## config.mk

```make
export PLATFORM = sky130hd
export DESIGN_NAME = dcache_2way_wb
export DESIGN_NICKNAME = d
export VERILOG_FILES = /design/src/rtl/cpu_types_pkg.sv /design/src/rtl/dcache_link_reg.sv /design/src/rtl/dcache_2way_wb.sv
export SDC_FILE = /design/constraint.sdc
export NUM_CORES = 2
export LEC_CHECK = 0
export BUFFER_PORTS_ARGS = -buffer_cell sky130_fd_sc_hd__buf_2
export CAP_MARGIN = 0
export CORE_MARGIN = 2
export CORE_UTILIZATION = 40
export CTS_BUF_LIST = sky130_fd_sc_hd__clkbuf_16
export DETAILED_ROUTE_END_ITERATION = 8
export PLACE_DENSITY = 0.54
export SETUP_SLACK_MARGIN = 0.05
export SLEW_MARGIN = 5
export SYNTH_ARGS = -nofsm -noshare
export SYNTH_HDL_FRONTEND = slang
export SYNTH_SLANG_ARGS = --single-unit
```

## constraint.sdc

```tcl
create_clock -name CLK -period 6.9 [get_ports CLK]
set_input_delay 0.345 -clock CLK [delete_from_list [all_inputs] [get_ports CLK]]
set_output_delay 0.345 -clock CLK [all_outputs]
set_load 0.02 [all_outputs]
```

## src/rtl/cpu_types_pkg.sv

```systemverilog
// Shared types for the 2-way write-back data cache: address split, frame layout, FSM states.
package cpu_types_pkg;

    localparam int SETS   = 8;
    localparam int WAYS   = 2;
    localparam int BLKWDS = 2;
    localparam int IDXW   = $clog2(SETS);
    localparam int TAGW   = 32 - 3 - IDXW;

    localparam logic [IDXW:0] FCNT_LAST = (IDXW + 1)'(2 * SETS - 1);
    localparam logic [IDXW:0] FCNT_ONE  = (IDXW + 1)'(1);

    typedef struct packed {
        logic [TAGW-1:0] tag;
        logic [IDXW-1:0] idx;
        logic            blkoff;
        logic [1:0]      bytoff;
    } dcachef_t;

    typedef struct packed {
        logic                         valid;
        logic                         dirty;
        logic [TAGW-1:0]              tag;
        logic [BLKWDS-1:0][31:0]      data;
    } dcache_frame_t;

    typedef enum logic [3:0] {
        IDLE, WB0, WB1, LD0, LD1, FLUSH, FWB0, FWB1, FLUSHED
    } dstate_t;

    function automatic logic [31:0] blk_addr(input logic [TAGW-1:0] tag,
                                             input logic [IDXW-1:0] idx,
                                             input logic            w);
        return {tag, idx, w, 2'b00};
    endfunction

endpackage

```

## src/rtl/dcache_link_reg.sv

```systemverilog
// LL/SC link register: set by a load-linked hit, cleared by any write hit to the linked word.
module dcache_link_reg (
    input  logic        clk_i,
    input  logic        rst_i,
    input  logic        ll_set_i,
    input  logic        wr_hit_i,
    input  logic [29:0] addr_i,
    output logic        match_o
);

    logic        valid_q;
    logic [29:0] addr_q;

    assign match_o = valid_q && (addr_q == addr_i);

    // A write snoop wins over a new link; SC success also goes through the snoop.
    always_ff @(posedge clk_i) begin
        if (rst_i) begin
            valid_q <= 1'b0;
            addr_q  <= 30'd0;
        end else if (wr_hit_i && match_o) begin
            valid_q <= 1'b0;
        end else if (ll_set_i) begin
            valid_q <= 1'b1;
            addr_q  <= addr_i;
        end else begin
            valid_q <= valid_q;
        end
    end

endmodule

```

## src/rtl/dcache_2way_wb.sv

```systemverilog
// 2-way set-associative write-back/write-allocate data cache with LRU, LL/SC and halt-time flush.
module dcache_2way_wb
    import cpu_types_pkg::*;
(
    input  logic        CLK,
    input  logic        RST,
    input  logic        dmemREN,
    input  logic        dmemWEN,
    input  logic        datomic,
    input  logic [31:0] dmemaddr,
    input  logic [31:0] dmemstore,
    input  logic        halt,
    output logic        dhit,
    output logic [31:0] dmemload,
    output logic        flushed,
    output logic        dREN,
    output logic        dWEN,
    output logic [31:0] daddr,
    output logic [31:0] dstore,
    input  logic        dwait,
    input  logic [31:0] dload
);

    dcache_frame_t   frames_q [WAYS][SETS];
    logic [SETS-1:0] lru_q;
    dstate_t         state_q, state_d;
    logic [IDXW:0]   fcnt_q, fcnt_d;
    logic            victim_q, victim_d;

    dcachef_t        req_s;
    dcache_frame_t   vic_frame_s, wb_frame_s, fl_frame_s;
    logic [WAYS-1:0] hit_w_s;
    logic            hit_way_s, req_any_s, sc_fail_s, link_match_s;
    logic            wb_fsm_s, wb_way_s, word_sel_s, fill_s, flast_s;
    logic [IDXW-1:0] wb_idx_s;
    logic            lru_upd_s, wr_hit_s, ll_set_s;
    logic            unused_s;

    assign req_s       = dcachef_t'(dmemaddr);
    assign unused_s    = ^req_s.bytoff;
    assign req_any_s   = dmemREN | dmemWEN;
    assign sc_fail_s   = dmemWEN & datomic & ~link_match_s;
    assign hit_way_s   = hit_w_s[1];
    assign vic_frame_s = frames_q[lru_q[req_s.idx]][req_s.idx];
    assign wb_fsm_s    = (state_q == FWB0) || (state_q == FWB1);
    assign wb_way_s    = wb_fsm_s ? fcnt_q[0] : victim_q;
    assign wb_idx_s    = wb_fsm_s ? fcnt_q[IDXW:1] : req_s.idx;
    assign wb_frame_s  = frames_q[wb_way_s][wb_idx_s];
    assign fl_frame_s  = frames_q[fcnt_q[0]][fcnt_q[IDXW:1]];
    assign word_sel_s  = (state_q == WB1) || (state_q == LD1) || (state_q == FWB1);
    assign fill_s      = ((state_q == LD0) || (state_q == LD1)) && !dwait;
    assign flast_s     = (fcnt_q == FCNT_LAST);

    dcache_link_reg u_link (
        .clk_i   (CLK),
        .rst_i   (RST),
        .ll_set_i(ll_set_s),
        .wr_hit_i(wr_hit_s),
        .addr_i  (dmemaddr[31:2]),
        .match_o (link_match_s)
    );

    // Tag compare in both ways of the requested set.
    always_comb begin
        hit_w_s = '0;
        for (int w = 0; w < WAYS; w++) begin
            hit_w_s[w] = frames_q[w][req_s.idx].valid && (frames_q[w][req_s.idx].tag == req_s.tag);
        end
    end

    // Next state, memory-side outputs and MEM-stage response.
    always_comb begin
        state_d   = state_q;
        fcnt_d    = fcnt_q;
        victim_d  = victim_q;
        dhit      = 1'b0;
        dmemload  = 32'd0;
        flushed   = 1'b0;
        dREN      = 1'b0;
        dWEN      = 1'b0;
        daddr     = 32'd0;
        dstore    = 32'd0;
        lru_upd_s = 1'b0;
        wr_hit_s  = 1'b0;
        ll_set_s  = 1'b0;

        case (state_q)
            WB0, WB1, FWB0, FWB1: begin
                dWEN   = 1'b1;
                daddr  = blk_addr(wb_frame_s.tag, wb_idx_s, word_sel_s);
                dstore = wb_frame_s.data[word_sel_s];
            end
            LD0, LD1: begin
                dREN  = 1'b1;
                daddr = blk_addr(req_s.tag, req_s.idx, word_sel_s);
            end
            FLUSHED: flushed = 1'b1;
            default: flushed = 1'b0;
        endcase

        case (state_q)
            IDLE: begin
                if (req_any_s) begin
                    if (sc_fail_s) begin
                        dhit = 1'b1;
                    end else if (|hit_w_s) begin
                        dhit      = 1'b1;
                        lru_upd_s = 1'b1;
                        if (dmemWEN) begin
                            wr_hit_s = 1'b1;
                            dmemload = {31'd0, datomic};
                        end else begin
                            dmemload = frames_q[hit_way_s][req_s.idx].data[req_s.blkoff];
                            ll_set_s = datomic;
                        end
                    end else begin
                        victim_d = lru_q[req_s.idx];
                        state_d  = (vic_frame_s.valid && vic_frame_s.dirty) ? WB0 : LD0;
                    end
                end else if (halt) begin
                    state_d = FLUSH;
                    fcnt_d  = '0;
                end else begin
                    state_d = IDLE;
                end
            end
            WB0:  state_d = dwait ? WB0 : WB1;
            WB1:  state_d = dwait ? WB1 : LD0;
            LD0:  state_d = dwait ? LD0 : LD1;
            LD1:  state_d = dwait ? LD1 : IDLE;
            FLUSH: begin
                if (fl_frame_s.valid && fl_frame_s.dirty) begin
                    state_d = FWB0;
                end else if (flast_s) begin
                    state_d = FLUSHED;
                end else begin
                    fcnt_d = fcnt_q + FCNT_ONE;
                end
            end
            FWB0: state_d = dwait ? FWB0 : FWB1;
            FWB1: begin
                if (dwait) begin
                    state_d = FWB1;
                end else if (flast_s) begin
                    state_d = FLUSHED;
                end else begin
                    state_d = FLUSH;
                    fcnt_d  = fcnt_q + FCNT_ONE;
                end
            end
            FLUSHED: state_d = FLUSHED;
            default: state_d = IDLE;
        endcase
    end

    // FSM state, flush walker and latched miss victim.
    always_ff @(posedge CLK) begin
        if (RST) begin
            state_q  <= IDLE;
            fcnt_q   <= '0;
            victim_q <= 1'b0;
        end else begin
            state_q  <= state_d;
            fcnt_q   <= fcnt_d;
            victim_q <= victim_d;
        end
    end

    // Frame array and LRU: write hits, line fills, replacement bookkeeping.
    always_ff @(posedge CLK) begin
        if (RST) begin
            for (int w = 0; w < WAYS; w++) begin
                for (int s = 0; s < SETS; s++) begin
                    frames_q[w][s] <= '0;
                end
            end
            lru_q <= '0;
        end else begin
            if (wr_hit_s) begin
                frames_q[hit_way_s][req_s.idx].data[req_s.blkoff] <= dmemstore;
                frames_q[hit_way_s][req_s.idx].dirty              <= 1'b1;
            end
            if (lru_upd_s) begin
                lru_q[req_s.idx] <= ~hit_way_s;
            end
            if (fill_s) begin
                frames_q[victim_q][req_s.idx].data[word_sel_s] <= dload;
                if (state_q == LD1) begin
                    frames_q[victim_q][req_s.idx].valid <= 1'b1;
                    frames_q[victim_q][req_s.idx].dirty <= 1'b0;
                    frames_q[victim_q][req_s.idx].tag   <= req_s.tag;
                end
            end
        end
    end

endmodule

```

==> out/results.tsv <==
metric	value	unit
outcome	complete, no violations	
Final min period	6.210	ns
Row Count	162	
worst-case hold path end point	frames_q[1][682]	
I/O pin cnt	203	
Layout area overhead	13.92	%
drt first-iter violations	8071	
CTS buffer count	170	
Post-synth EDFFs	1472	
cells after synthesis	5709	
RR Startpoint	u_link.addr_q[1]	
global route overflow	0	
HP Start	dmemstore[6]	
worst hold slack	0.04719	ns
Slew HR	16.64	%
final hold violations	0	
vias in the first global route	56980	
GR peak layer	met2	
IO buf count	198	
asr flop ratio synth	0	%
Max H-tree Level	4	
clk buf depth	3	
WL final	327.7	mm
CTS tree	built	
flops & latches, synth	1521	
actual slew at the worst max-slew pin	1.224	ns
leading cell type in the layout, fill and taps excluded	edfxtp_1	
f_max	0.1610	GHz
synth top area cells	edfxtp_1 (57%), mux4_2 (16%), mux2i_1 (3.2%)	
CTS resizes	0	
fill cell count	17370	
Initial Utilization	40.17	%
Overall Global Routing Usage	32.50	%
sequential area share after synthesis	57.80	%
antenna violations before repair	13	
multi-input logic area	30980	um^2
leading cell types in the layout, fill and taps excluded	edfxtp_1 (1472), nand2_1 (611), mux4_2 (540)	
Slew Viols, Final	0	
pwr/cell area	291.5	nW/um^2
top cell type's share of synthesized area	56.54	%
met1 global-route usage	42.02	%
layout cells sized above 1	24.84	%
Pre-antenna DRT Iters	6	
Die Y	446.1	um
R2R cell count	11	
RSZ-0062 raised after global routing	no	
critical-path cell list	buf_4 -> inv_2 -> mux2i_1 -> xnor2_1 -> o211ai_1 -> or4_1 -> nor3_4 -> buf_12 -> buf_4 -> nand2_1 -> a311o_1 -> or3_1 -> a21oi_1 -> buf_2	
grt met2 use	51.77	%
Data arrival, critical path	5.86	ns
Crit-path slowest cell	or4_1	
Unique masters post-synth	84	
Clock Skew	0.04406	ns
internal reg-to-reg setup slack	1.45	ns
Setup Total Neg Slack	0	ns
GP Congestion	0.8832	
DRT antenna net count	0	
Clk Latency, worst-skew pair	0.84	ns
Lkg Pwr	30.07	nW
Nets	5937	
total number of vias	57720	
Syn Std Cell Area	78170	um^2
Final Setup Violations	0	
Setup CP Type	input port to primary output	
number of remaining DRC errors	0	
width of the die	446.1	um
hold depth	3	
CP max stage delay	0.66	ns
TritonCTS Sinks	1521	
via density per instance	6.784	
Final HPWL DP	188.0	mm
largest net degree at the start of global routing	121	
core area	194600	um^2
Worst Path Required	6.55	ns
first-pass GRT wire length	452.2	mm
RR Endpoint	frames_q[0][330]	
CP startpoint kind	input port	
cell taking the most area after synthesis	edfxtp_1	
die area	199000	um^2
Routed wire per std cell	38.51	um
Main synth FF type	edfxtp_1	
worst-path maximum fanout	46	
Sequential Area	45180	um^2
M3 GR Usage	6.026	%
max cap viols	0	
Max rail drop VDD	325.2	uV
most frequent CP cell	buf_4	
clock root buffer	clkbuf_16	
synth warn	0	
final critical-path share of the clock period	90.00	%
mean area per synthesized cell	13.69	um^2
Worst Setup End Kind	primary output	
clock-pin slew of the registers on the worst-case setup and hold paths	0.06	ns
HP Class	input port to flip-flop	
area by class of cell:
| class | instances | area share, % |
|---|---|---|
| flip-flops and latches | 1521 | 50.74 |
| multi-input cells | 3540 | 34.78 |
| clock buffers | 173 | 4.861 |
| repair buffers | 531 | 4.823 |
| well taps | 2542 | 3.571 |
| clock inverters | 131 | 0.9259 |
| inverters | 69 | 0.2908 |
| diodes | 2 | 0.005620 |
what timing repair did:
action | CTS | global route
setup buffers | 0 | 0
endpoints found under the hold margin | 49 | 0
hold buffers | 42 | 0
power breakdown:
group	total [mW]	switching (mW)	internal, mW
combinational	5.93	4.16	1.77
clock	8.66	3.91	4.75
sequential	11.4	0.373	11.0
total	26.0	8.44	17.5
worst max path at each step:
stage	to	slack (ns)	startpoint
finish	dmemload[15]	0.69	dmemaddr[4]
global route	dmemload[10]	0.64	frames_q[1][256]
floorplan	frames_q[0][308]	0.64	dmemaddr[3]
detailed placement	frames_q[0][321]	0.76	dmemaddr[4]
global placement	dmemload[22]	0.81	dmemaddr[4]
CTS	dmemload[22]	0.71	frames_q[1][352]
critical path, delay by kind of cell:
kind	cells	cell delay, ns
buf+inv	5	2.02
xor+xnor	1	0.51
mux	1	0.25
compound gates	3	0.90
simple gates	4	1.70
flip-flops by register name, indices dropped and copies added, names as in the netlist, named ones only:
name / count
fcnt_q: 4
frames_q: 1472
lru_q: 8
state_q: 4
u_link.addr_q: 30
u_link.valid_q: 1
victim_q: 1
kinds of logic after synthesis:
logic type | share of synthesized area (%)
compound gates | 6.479
xor+xnor | 0.8179
fa+ha+maj | 0.01600
buf+inv | 3.582
flops | 57.80
mux | 19.71
other cells | 0.004797
simple gates | 11.60
routing by layer:
metal  part of all wire (%)  wire length, um
met5                  0.012               39
met4                    6.6            21690
met3                     11            35400
met2                     46           152200
met1                     36           118400
cells in the mapped netlist, types with 16 or more instances:
cell type / count
o21ai_0: 46
nand3_1: 140
a311oi_1: 26
o22ai_1: 78
nand2_1: 625
a22oi_1: 80
buf_4: 25
and3_1: 45
nand4_1: 53
o22a_1: 28
nor4_1: 126
mux2_2: 57
a32oi_1: 20
a21oi_1: 159
a221oi_1: 23
nor2_1: 334
mux4_2: 540
a31o_2: 20
buf_1: 52
nor3_2: 20
a32o_1: 26
nor3_1: 417
edfxtp_1: 1472
buf_2: 105
buf_6: 17
inv_1: 59
a22oi_2: 26
clkbuf_1: 380
xnor2_1: 60
o31ai_1: 16
mux2i_1: 252
dfxtp_1: 49
and2_1: 85
through the flow:
step | cells | setup slack (ns) | area (um^2) | total power [mW] | util [%]
after floorplan | 5710 | 0.6440 | 78180 | 14.55 | -
after global placement | 8161 | 0.8080 | 83480 | 17.30 | 42.90
after CTS | 8507 | 0.7138 | 89050 | 25.90 | 45.76
after global routing | 8508 | 0.6386 | 89050 | 26.53 | 45.77
after detailed placement | 8161 | 0.7593 | 83480 | 17.36 | 42.90
final | 8509 | 0.6901 | 89060 | 25.96 | 45.77
No activity file was read; power rests on OpenSTA's default activity.
